<file path="src/rtl/decipher_param.sv">
// decipher_param: three-stage unpacker and binner for raw 96-bit track words.
// Stage 1 captures the raw word and its sector, stage 2 computes the pT clamp
// and the eta/z/phi bins, stage 3 holds the packed output word. A single
// advance enable stalls every stage together when the consumer back-pressures.
// Side counters report dropped (out-of-range sector) tracks and the number of
// tracks emitted per event.
module decipher_param #(
   parameter int NPHI           = 27,
   parameter int NSECTOR        = 9,
   parameter int PHI_PER_SECTOR = 3,
   parameter int NZBIN          = 8,
   parameter int NETA           = 24,
   parameter int PT_W           = 9,
   parameter int PT_SHIFT       = 4,
   localparam int PHI_W         = $clog2(NPHI),
   localparam int Z_W           = $clog2(NZBIN),
   localparam int ETA_W         = $clog2(NETA),
   localparam int TRACK_W       = PHI_W + 2*Z_W + ETA_W + PT_W + 1
) (
   input  logic               clk,
   input  logic               reset,
   input  logic               in_valid,
   output logic               in_ready,
   input  logic [95:0]        track_in,
   input  logic [4:0]         phi_sector,
   input  logic               eoe,
   output logic               out_valid,
   input  logic               out_ready,
   output logic [TRACK_W-1:0] track,
   output logic               pt_sat,
   output logic [15:0]        evt_count,
   output logic               evt_count_valid,
   output logic [15:0]        drop_count
);

   // 32-bit views of the parameters so all bin arithmetic runs at one width
   localparam logic [31:0] NPHI_U    = 32'(NPHI);
   localparam logic [31:0] NSECTOR_U = 32'(NSECTOR);
   localparam logic [31:0] PPS_U     = 32'(PHI_PER_SECTOR);
   localparam logic [31:0] NZBIN_U   = 32'(NZBIN);
   localparam logic [31:0] NETA_U    = 32'(NETA);
   localparam logic [31:0] PT_MAX_U  = (32'd1 << PT_W) - 32'd1;

   // ------------------------------------------------------------------
   // Arithmetic helpers
   // ------------------------------------------------------------------

   // Shifted pT, clamped to the output width
   function automatic logic [PT_W-1:0] calc_pt(input logic [13:0] p);
      logic [31:0] sh;
      logic [PT_W-1:0] r;
      sh = {18'd0, p} >> PT_SHIFT;
      if (sh > PT_MAX_U) begin
         r = PT_MAX_U[PT_W-1:0];
      end else begin
         r = sh[PT_W-1:0];
      end
      return r;
   endfunction

   // Flags that the shifted pT did not fit and was clamped
   function automatic logic calc_sat(input logic [13:0] p);
      logic [31:0] sh;
      sh = {18'd0, p} >> PT_SHIFT;
      return (sh > PT_MAX_U);
   endfunction

   // Offset-binary eta scaled onto NETA bins; result is always < NETA
   function automatic logic [ETA_W-1:0] calc_eta(input logic [15:0] e);
      logic [31:0] prod;
      logic [31:0] sh;
      prod = {16'd0, e} * NETA_U;
      sh   = prod >> 16;
      return sh[ETA_W-1:0];
   endfunction

   // Two's-complement z shifted to unsigned: adding 2048 flips the sign bit
   function automatic logic [11:0] z_unsigned(input logic [11:0] z);
      return {~z[11], z[10:0]};
   endfunction

   // Lower z bin
   function automatic logic [Z_W-1:0] calc_zbin1(input logic [11:0] z);
      logic [31:0] prod;
      logic [31:0] sh;
      prod = {20'd0, z_unsigned(z)} * NZBIN_U;
      sh   = prod >> 12;
      return sh[Z_W-1:0];
   endfunction

   // Half-bin shifted z bin, clamped to the last bin at the top edge
   function automatic logic [Z_W-1:0] calc_zbin2(input logic [11:0] z);
      logic [31:0] prod;
      logic [31:0] sh;
      prod = {20'd0, z_unsigned(z)} * NZBIN_U;
      sh   = (prod + 32'd2048) >> 12;
      if (sh > (NZBIN_U - 32'd1)) begin
         sh = NZBIN_U - 32'd1;
      end else begin
         sh = sh;
      end
      return sh[Z_W-1:0];
   endfunction

   // Global phi bin: sector base plus fractional position, wrapped at NPHI
   function automatic logic [PHI_W-1:0] calc_phi(input logic [4:0] sec,
                                                 input logic [11:0] rel);
      logic [31:0] frac;
      logic [31:0] sum;
      frac = ({20'd0, rel} * PPS_U) >> 12;
      sum  = ({27'd0, sec} * PPS_U) + frac;
      if (sum >= NPHI_U) begin
         sum = sum - NPHI_U;
      end else begin
         sum = sum;
      end
      return sum[PHI_W-1:0];
   endfunction

   // Saturating 16-bit increment
   function automatic logic [15:0] sat_inc(input logic [15:0] v, input logic inc);
      logic [15:0] r;
      if (inc && (v != 16'hFFFF)) begin
         r = v + 16'd1;
      end else begin
         r = v;
      end
      return r;
   endfunction

   // ------------------------------------------------------------------
   // Pipeline state
   // ------------------------------------------------------------------
   logic               en;
   logic               in_ok;
   logic               hs;

   logic               s1_valid;
   logic [13:0]        s1_pt;
   logic [11:0]        s1_rel;
   logic [15:0]        s1_eta;
   logic [11:0]        s1_z;
   logic [4:0]         s1_sec;
   logic               s1_bitx;

   logic [PT_W-1:0]    c_pt;
   logic               c_sat;
   logic [ETA_W-1:0]   c_eta;
   logic [Z_W-1:0]     c_z1;
   logic [Z_W-1:0]     c_z2;
   logic [PHI_W-1:0]   c_phi;

   logic               s2_valid;
   logic [TRACK_W-1:0] s2_track;
   logic               s2_sat;

   logic [15:0]        cnt;
   logic [15:0]        cnt_next;
   logic [15:0]        drop_next;

   // Raw-word fields that carry no information for binning
   logic               unused_bits;
   assign unused_bits = ^{track_in[94:55], track_in[14]};

   // Advance enable, sector range check, stage-2 arithmetic and counter next-states
   always_comb begin
      en        = !out_valid || out_ready;
      in_ok     = ({27'd0, phi_sector} < NSECTOR_U);
      hs        = out_valid && out_ready;
      c_pt      = calc_pt(s1_pt);
      c_sat     = calc_sat(s1_pt);
      c_eta     = calc_eta(s1_eta);
      c_z1      = calc_zbin1(s1_z);
      c_z2      = calc_zbin2(s1_z);
      c_phi     = calc_phi(s1_sec, s1_rel);
      cnt_next  = sat_inc(cnt, hs);
      drop_next = sat_inc(drop_count, in_valid && en && !in_ok);
   end

   assign in_ready = en;

   // Stage 1: capture the raw word; out-of-range sectors enter as bubbles
   always_ff @(posedge clk or negedge reset) begin
      if (!reset) begin
         s1_valid <= 1'b0;
         s1_pt    <= 14'd0;
         s1_rel   <= 12'd0;
         s1_eta   <= 16'd0;
         s1_z     <= 12'd0;
         s1_sec   <= 5'd0;
         s1_bitx  <= 1'b0;
      end else if (en) begin
         s1_valid <= in_valid && in_ok;
         s1_pt    <= track_in[13:0];
         s1_rel   <= track_in[26:15];
         s1_eta   <= track_in[42:27];
         s1_z     <= track_in[54:43];
         s1_sec   <= phi_sector;
         s1_bitx  <= track_in[95];
      end else begin
         s1_valid <= s1_valid;
      end
   end

   // Stage 2: register the packed binned word
   always_ff @(posedge clk or negedge reset) begin
      if (!reset) begin
         s2_valid <= 1'b0;
         s2_track <= '0;
         s2_sat   <= 1'b0;
      end else if (en) begin
         s2_valid <= s1_valid;
         s2_track <= {c_phi, c_z1, c_z2, c_eta, c_pt, s1_bitx};
         s2_sat   <= c_sat;
      end else begin
         s2_valid <= s2_valid;
      end
   end

   // Stage 3: output register, held while the consumer stalls
   always_ff @(posedge clk or negedge reset) begin
      if (!reset) begin
         out_valid <= 1'b0;
         track     <= '0;
         pt_sat    <= 1'b0;
      end else if (en) begin
         out_valid <= s2_valid;
         track     <= s2_track;
         pt_sat    <= s2_sat;
      end else begin
         out_valid <= out_valid;
      end
   end

   // Cumulative tally of tracks rejected for an out-of-range sector
   always_ff @(posedge clk or negedge reset) begin
      if (!reset) begin
         drop_count <= 16'd0;
      end else begin
         drop_count <= drop_next;
      end
   end

   // Per-event emitted-track counter; eoe snapshots it (including this cycle's handshake)
   always_ff @(posedge clk or negedge reset) begin
      if (!reset) begin
         cnt             <= 16'd0;
         evt_count       <= 16'd0;
         evt_count_valid <= 1'b0;
      end else if (eoe) begin
         cnt             <= 16'd0;
         evt_count       <= cnt_next;
         evt_count_valid <= 1'b1;
      end else begin
         cnt             <= cnt_next;
         evt_count_valid <= 1'b0;
      end
   end

endmodule
</file>
<file path="config.mk">
export PLATFORM = sky130hd
export DESIGN_NAME = decipher_param
export DESIGN_NICKNAME = d
export VERILOG_FILES = /design/src/rtl/decipher_param.sv
export SDC_FILE = /design/constraint.sdc
export NUM_CORES = 1
export LEC_CHECK = 0
export CAP_MARGIN = 20
export CORE_ASPECT_RATIO = 0.6
export CORE_MARGIN = 2
export CORE_UTILIZATION = 50
export CTS_CLUSTER_SIZE = 30
export DETAILED_ROUTE_END_ITERATION = 7
export PLACE_DENSITY_LB_ADDON = 0.1
export SYNTH_ARGS = -nofsm -noshare
export SYNTH_HDL_FRONTEND = slang
export SYNTH_SLANG_ARGS = --single-unit
</file>
<file path="constraint.sdc">
create_clock -name clk -period 7.66 [get_ports clk]
set_input_delay 0.766 -clock clk [delete_from_list [all_inputs] [get_ports clk]]
set_output_delay 0.766 -clock clk [all_outputs]
set_load 0.05 [all_outputs]
</file>
Word-level counts from Yosys, hierarchy flattened
Cells that the tools add are included.
{ "word_totals": {"register_bits": 166, "latch_bits": 0, "ram_bits": 0, "mem_bits_ro": 0, "inputBits": 106, "output_inout_bits": 62, "elab_cells": 47, "memories": 0} }
{ "classes": {"add_sub_neg": 5, "mul": 3, "div": 0, "order_cmp": 4, "n_eq_ne": 2, "shift": 0, "muxes": 6, "bitwise_logic": 1, "reduce_logical": 9} }
{ "ops": {"columns": ["cell", "count"], "rows": [
  ["adder 16 x 1 -> 16 bit, second input constant", 2],
  ["two-way mux 16 bit", 2],
  ["!= test 16 bit, second input constant", 2],
  ["multiplier 16 x 2 -> 18 bit, second input constant", 1],
  ["adder 15 x 12 -> 16 bit, second input constant", 1],
  ["multiplier 12 x 2 -> 14 bit, second input constant", 1],
  ["greater-than comparator 10 x 9 -> 1 bit, second input constant", 1],
  ["two-way mux 9 bit", 1],
  ["adder 7 x 2 -> 8 bit", 1],
  ["greater-or-equal comparator 8 x 5 -> 1 bit, second input constant", 1],
  ["multiplier 5 x 2 -> 7 bit, second input constant", 1],
  ["logical AND 1 bit", 6],
  ["< comparator 5 x 4 -> 1 bit, second input constant", 1],
  ["two-way mux 5 bit", 1],
  ["subtractor 5 bit, second input constant", 1],
  ["greater-than comparator 4 x 3 -> 1 bit, second input constant", 1],
  ["two-way mux 3 bit", 1],
  ["logical NOT 1 bit", 2],
  ["logical OR 1 bit", 1],
  ["two-way mux 1 bit", 1],
  ["NOT 1 bit", 1]
]} }

Longest topological paths before layout
{ "depth": {"word_depth": 5, "ltp_mapped": 15, "ltp_nobuf": 15} }

Worst setup path before layout
OpenSTA, ideal clock, no wires.
{ "synth_timing": {"path_type": "reg-to-reg", "from": "register s1_rel[6]", "to": "register s2_track[23]", "setup_ns": 0.120, "t_arrival_ns": 3.723, "setup_slack_ns": 3.817, "stages_incl_launch_ff": 16, "n_path_buf": 0, "path_cell_list": "dfrtp_1 -> ha_1 -> nand4_1 -> a21oi_1 -> o211ai_1 -> a21boi_0 -> o22ai_1 -> fa_1 -> inv_1 -> ha_1 -> fa_1 -> a21o_1 -> a2111o_1 -> o21a_2 -> or4_1 -> and3_1"} }
{ "synth_between": {"elab_chain_len": 4, "elab_cells_between_ends": 5, "classes_between": "add/sub: 2; mul: 1; order compare: 1; mux: 1"} }
{ "synth_lines": {"columns": ["element", "line", "text"], "rows": [
  ["start: declaration", "140", "logic [11:0] s1_rel;"],
  ["start signal: assignment", "195", "s1_rel <= track_in[26:15];"],
  ["multiplier 12 x 2 -> 14 bit (*)", "110", "frac = ({20'd0, rel} * PPS_U) >> 12;"],
  ["adder 7 x 2 -> 8 bit (*)", "111", "sum = ({27'd0, sec} * PPS_U) + frac;"],
  ["greater-or-equal comparator 8 x 5 -> 1 bit / subtractor 5 bit (equally long branches)", "112, 113", null],
  ["two-way mux 5 bit (*)", "112", "if (sum >= NPHI_U) begin"],
  ["end signal: assignment", "213", "s2_track <= {c_phi, c_z1, c_z2, c_eta, c_pt, s1_bitx};"],
  ["end: declaration", "154", "logic [TRACK_W-1:0] s2_track;"]
]} }
Mark *: on every way between the ends. The rest lies on a longest branch, timed or not.
A chain may end at the register's enable or synchronous reset.

Final worst setup path
{ "layout_timing": {"from": "register s1_rel[6]", "to": "register s2_track[21]"} }
The elaborated chain is that of the path after synthesis.

==> summary.md <==
The clock slew at the register clock pins of the worst setup and hold paths was 0.07 ns. The run gives 0 as the remaining routing DRC violations. Summing all placed instances gives a cell area of 8670 um2.

Clock tree synthesis inserted a total of 17 buffers. Synthesis produced a netlist with a net count of 950. Counting every sink on the clock net gives 154. The logs give 1,055 for the post-layout net count and 0 for the number of setup violations in the final report. The overall track demand over capacity in global routing was 21.2%.

The tools report the cell total after placement as 1,083. The iteration-0 DRC count of the detailed router was 277. The first global-routing pass estimated 27.3 mm of wire. The number of unique standard cell types used by synthesis is 52.

The tool flagged a number of max-cap violations equal to 0. At the placement stage, the worst setup path has a slack of 3.44 ns. Traced cell by cell, the critical path runs through ha_1 -> nand4_1 -> a21oi_1 -> o211ai_1 -> a21boi_0 -> o22ai_1 -> fa_1 -> inv_1 -> ha_1 -> fa_1 -> nor2_1 -> a2111oi_2 -> a2bb2oi_1 -> a21boi_0 -> o31ai_1.

The total global routing overflow is 0, and the arrival time at the worst endpoint is 4.58 ns. The total inserted antenna cells came out at 0. The logs give 5,693 for the number of global-route vias before repair and 15.7 mm for the overall routed net length. Of all nets on the critical path, the largest fanout is 5.

The tools report the count of filler cells inserted in the layout as 1,178. The critical path start-end classification was register to register. In this run the remaining antenna-violating nets after routing total 0.

The vertical die dimension is 98.0 um, and the average footprint of a synthesized cell is 9.21 um2. TritonCTS built the clock tree. The worst setup path is launched from a register. The wire-length estimate of the detail-placed layout is 10.6 mm. After routing, the total negative slack on setup checks comes to 0 ns. In this run, post-CTS repair resized a total of 0 instances. In the post-route analysis, the smallest setup slack over all paths is 3.33 ns.

During synthesis, Yosys emitted a total of 0 warnings. Worst min-delay path class: input pin to asynchronous set/reset pin. The weighted congestion at the end of routability-driven global placement was 0.859; the count of flip-flops with a built-in enable after synthesis was 0.

The logic gate share of total power was 32.2%; the switching fraction of total power was 36.9%. Once layout is complete, the utilization of the core stands at 64.4%. Across the VDD grid, the largest voltage drop is 0.000186 V.

In the detailed route, the total length drawn on met3 is 749 um. The clock network is responsible for 30.5% of the overall power. The tools report the largest net degree at the start of global routing as 106. Post-CTS timing repair inserted 0 buffers for setup. The mapped netlist covers 7370 um2.

The average via count per standard cell was 5.24; the layout cell share with drive strength beyond 1 was 5.12%. For this run, the number of standard cells in the final layout without fillers is 1,116. The number of primary I/O pins came out at 168.

For the maximum operating frequency, the log shows 231 MHz. The tools report the type of element capturing the critical path as a register. After clock tree synthesis, the flow added hold-fix buffers numbering 0. The floorplan has 34 rows. Number of failing hold endpoints at the final stage: 0. The tools report the number of H-tree levels as 4. The headroom to the max-slew limit was 28.6%; the multi-input combinational cell area was 3350 um2. The die covers 15,800 um2. The flow ran to the end, and the final reports show no timing, DRC or antenna violations.

After routing the design area is 9310 um2. The number of antenna violations at the first check in global routing was 0; the fraction of power consumed by sequential logic was 37.3%. The logs give 14,500 um2 for the area of the core and 5,850 for the routed via count.

Leaving out fill and tap cells, the most frequent cells in the layout are sky130_fd_sc_hd__nand2_1 (266), sky130_fd_sc_hd__dfrtp_1 (154), sky130_fd_sc_hd__clkdlybuf4s50_1 (113). Routed length on met1: 8.02 mm. In the final routed layout, each cell accounts on average for 14.1 um. The most used flip-flop cell after synthesis is sky130_fd_sc_hd__dfrtp_1.

From left edge to right edge, the die measures 161 um. From synthesis to final layout, the design area changed by 26.4%. Summing the sequential cell areas from Yosys gives 52.3% of the chip area.

The power per cell area is 306 nW/um2. The post-route fraction of the period consumed by the critical path was 56.5%. The highest metal layer carrying signal wires in the routed design is met4. The run gives 7.91 ns as the required time of the worst setup path.

Across the whole layout, storage elements account for 3850 um2. The maximum clock skew at final layout came out at 0.0148 ns. The analysis attributes to cell leakage a power of 4.39 nW. Synthesis inferred 154 register bits. In this design, the stage delay of the slowest critical-path cell is 0.58 ns. Buffer type at the clock tree root: sky130_fd_sc_hd__clkbuf_16. On the critical path, the stage with the largest delay is an instance of sky130_fd_sc_hd__fa_1.

The internal power summed over all cells is 1.80 mW. In this run the deepest clock path goes through 2 buffers. At the later pin of the worst-skew pair, clock insertion delay measures 0.42 ns. The cell count after synthesis came out at 800. Port buffering added 114 buffers. At the pin with the least slew margin, the transition time is 1.07 ns.

Number of slew-limit violations in the final report: 0. Commonest non-fill, non-tap cell in the layout: sky130_fd_sc_hd__nand2_1. After detailed routing, the met2 layer carries 6.79 mm of wire. Once the floorplan was initialized, standard cells occupied 51.0% of the core.

The async set-reset flop share out of synthesis works out to 100%. Setup repair after global routing left no endpoint under its margin. The clock period minus final worst setup slack was 4.33 ns; the iteration count of the initial detailed-routing pass was 5. The analysis attributes to net switching a power of 1.05 mW.
-- power groups by stage --
stage	sequential (mW)	clock (mW)	combinational (mW)
after floorplan	1.30	0	0.390
after global placement	1.07	0	0.898
after detailed placement	1.08	0	0.917
after CTS	1.06	0.886	0.923
after global routing	1.08	0.918	1.01
final	1.06	0.871	0.919
-- final timing paths --
kind | startpoint | endpoint | slack (ns) | depth (start not counted)
worst min-delay path | reset | s1_rel[6] | 0.33 | 1
worst max-delay path | s1_rel[6] | s2_track[21] | 3.33 | 15
worst min register to register | s2_track[10] | track[10] | 0.46 | 2
worst max register to register | s1_rel[6] | s2_track[21] | 3.33 | 15
max in group asynchronous | reset | s1_sec[4] | 6.23 | 3
min in group clk | s2_track[10] | track[10] | 0.46 | 2
-- critical path, delay by kind of cell (launching register included) --
family / cells / cell delay, ns
flip-flops: 1 / 0.40
buffers and inverters: 1 / 0.04
adder cells (fa/ha/maj): 4 / 1.66
AND/OR/NAND/NOR: 2 / 0.23
AO/OA/AOI/OAI: 8 / 1.81
-- synth_stat cells (3+ instances only) --
cell                       instances  area [um2]
sky130_fd_sc_hd__nand4_1          14        87.6
sky130_fd_sc_hd__xor2_1           21         184
sky130_fd_sc_hd__clkbuf_1         29         109
sky130_fd_sc_hd__nand3_1          25         125
sky130_fd_sc_hd__dfrtp_1         154        3850
sky130_fd_sc_hd__a21oi_1          39         195
sky130_fd_sc_hd__and3_1           16         100
sky130_fd_sc_hd__nor2_1           46         173
sky130_fd_sc_hd__nor3_1            7        35.0
sky130_fd_sc_hd__xnor2_1          12         105
sky130_fd_sc_hd__o21ai_0          28         140
sky130_fd_sc_hd__a21o_1            6        45.0
sky130_fd_sc_hd__a211oi_1          4        30.0
sky130_fd_sc_hd__o31ai_1           4        30.0
sky130_fd_sc_hd__nand2b_1          3        18.8
sky130_fd_sc_hd__ha_1             42         526
sky130_fd_sc_hd__nor4_1            5        31.3
sky130_fd_sc_hd__o211ai_1         11        82.6
sky130_fd_sc_hd__nand2_1         266         998
sky130_fd_sc_hd__and2_1            4        25.0
sky130_fd_sc_hd__nand3b_1          3        22.5
sky130_fd_sc_hd__inv_1            13        48.8
sky130_fd_sc_hd__buf_1             4        15.0
sky130_fd_sc_hd__a31oi_1           5        31.3
-- stage by stage --
| stage | hold slack [ns] | power, mW |
|---|---|---|
| global route | 0.385 | 3.01 |
| floorplan | 0.430 | 1.69 |
| finish | 0.328 | 2.85 |
| global placement | 0.444 | 1.97 |
| detailed placement | 0.451 | 1.99 |
| CTS | 0.357 | 2.87 |
-- logic make-up after synthesis --
logic type,Yosys count,share of synthesized area [%]
and+or+nand+nor,400,23.0
DFF,154,52.3
AOI/OAI and AO/OA,120,10.4
buffers and inverters,47,2.39
adders and majority gates,44,7.67
xor gates and xnor gates,33,3.92
muxes,2,0.289
-- state kept, by name (all words and copies together) (netlist names), 4 cells and up --
register and count:
s1_rel 12, cnt 16, evt_count 16, s1_sec 5, drop_count 16, s2_track 26
track 26, s1_pt 10, s1_z 4, s1_eta 16
-- layer usage --
layer	vias up	GRT usage [%]
li1	2908	-
met1	2789	31.3
met2	135	31.9
met3	18	4.50
met4	0	6.11
met5	-	0
-- final cells by class --
| cell class | instances | share of cell area (%) |
|---|---|---|
| Tap cell | 198 | 2.66 |
| Timing Repair Buffer | 119 | 12.9 |
| Clock buffer | 18 | 4.72 |
| Multi-Input combinational cell | 599 | 35.9 |
| Sequential cell | 154 | 41.4 |
| Clock inverter | 14 | 1.85 |
| Inverter | 14 | 0.578 |
Note: power is estimated with default switching activity, not from simulation.
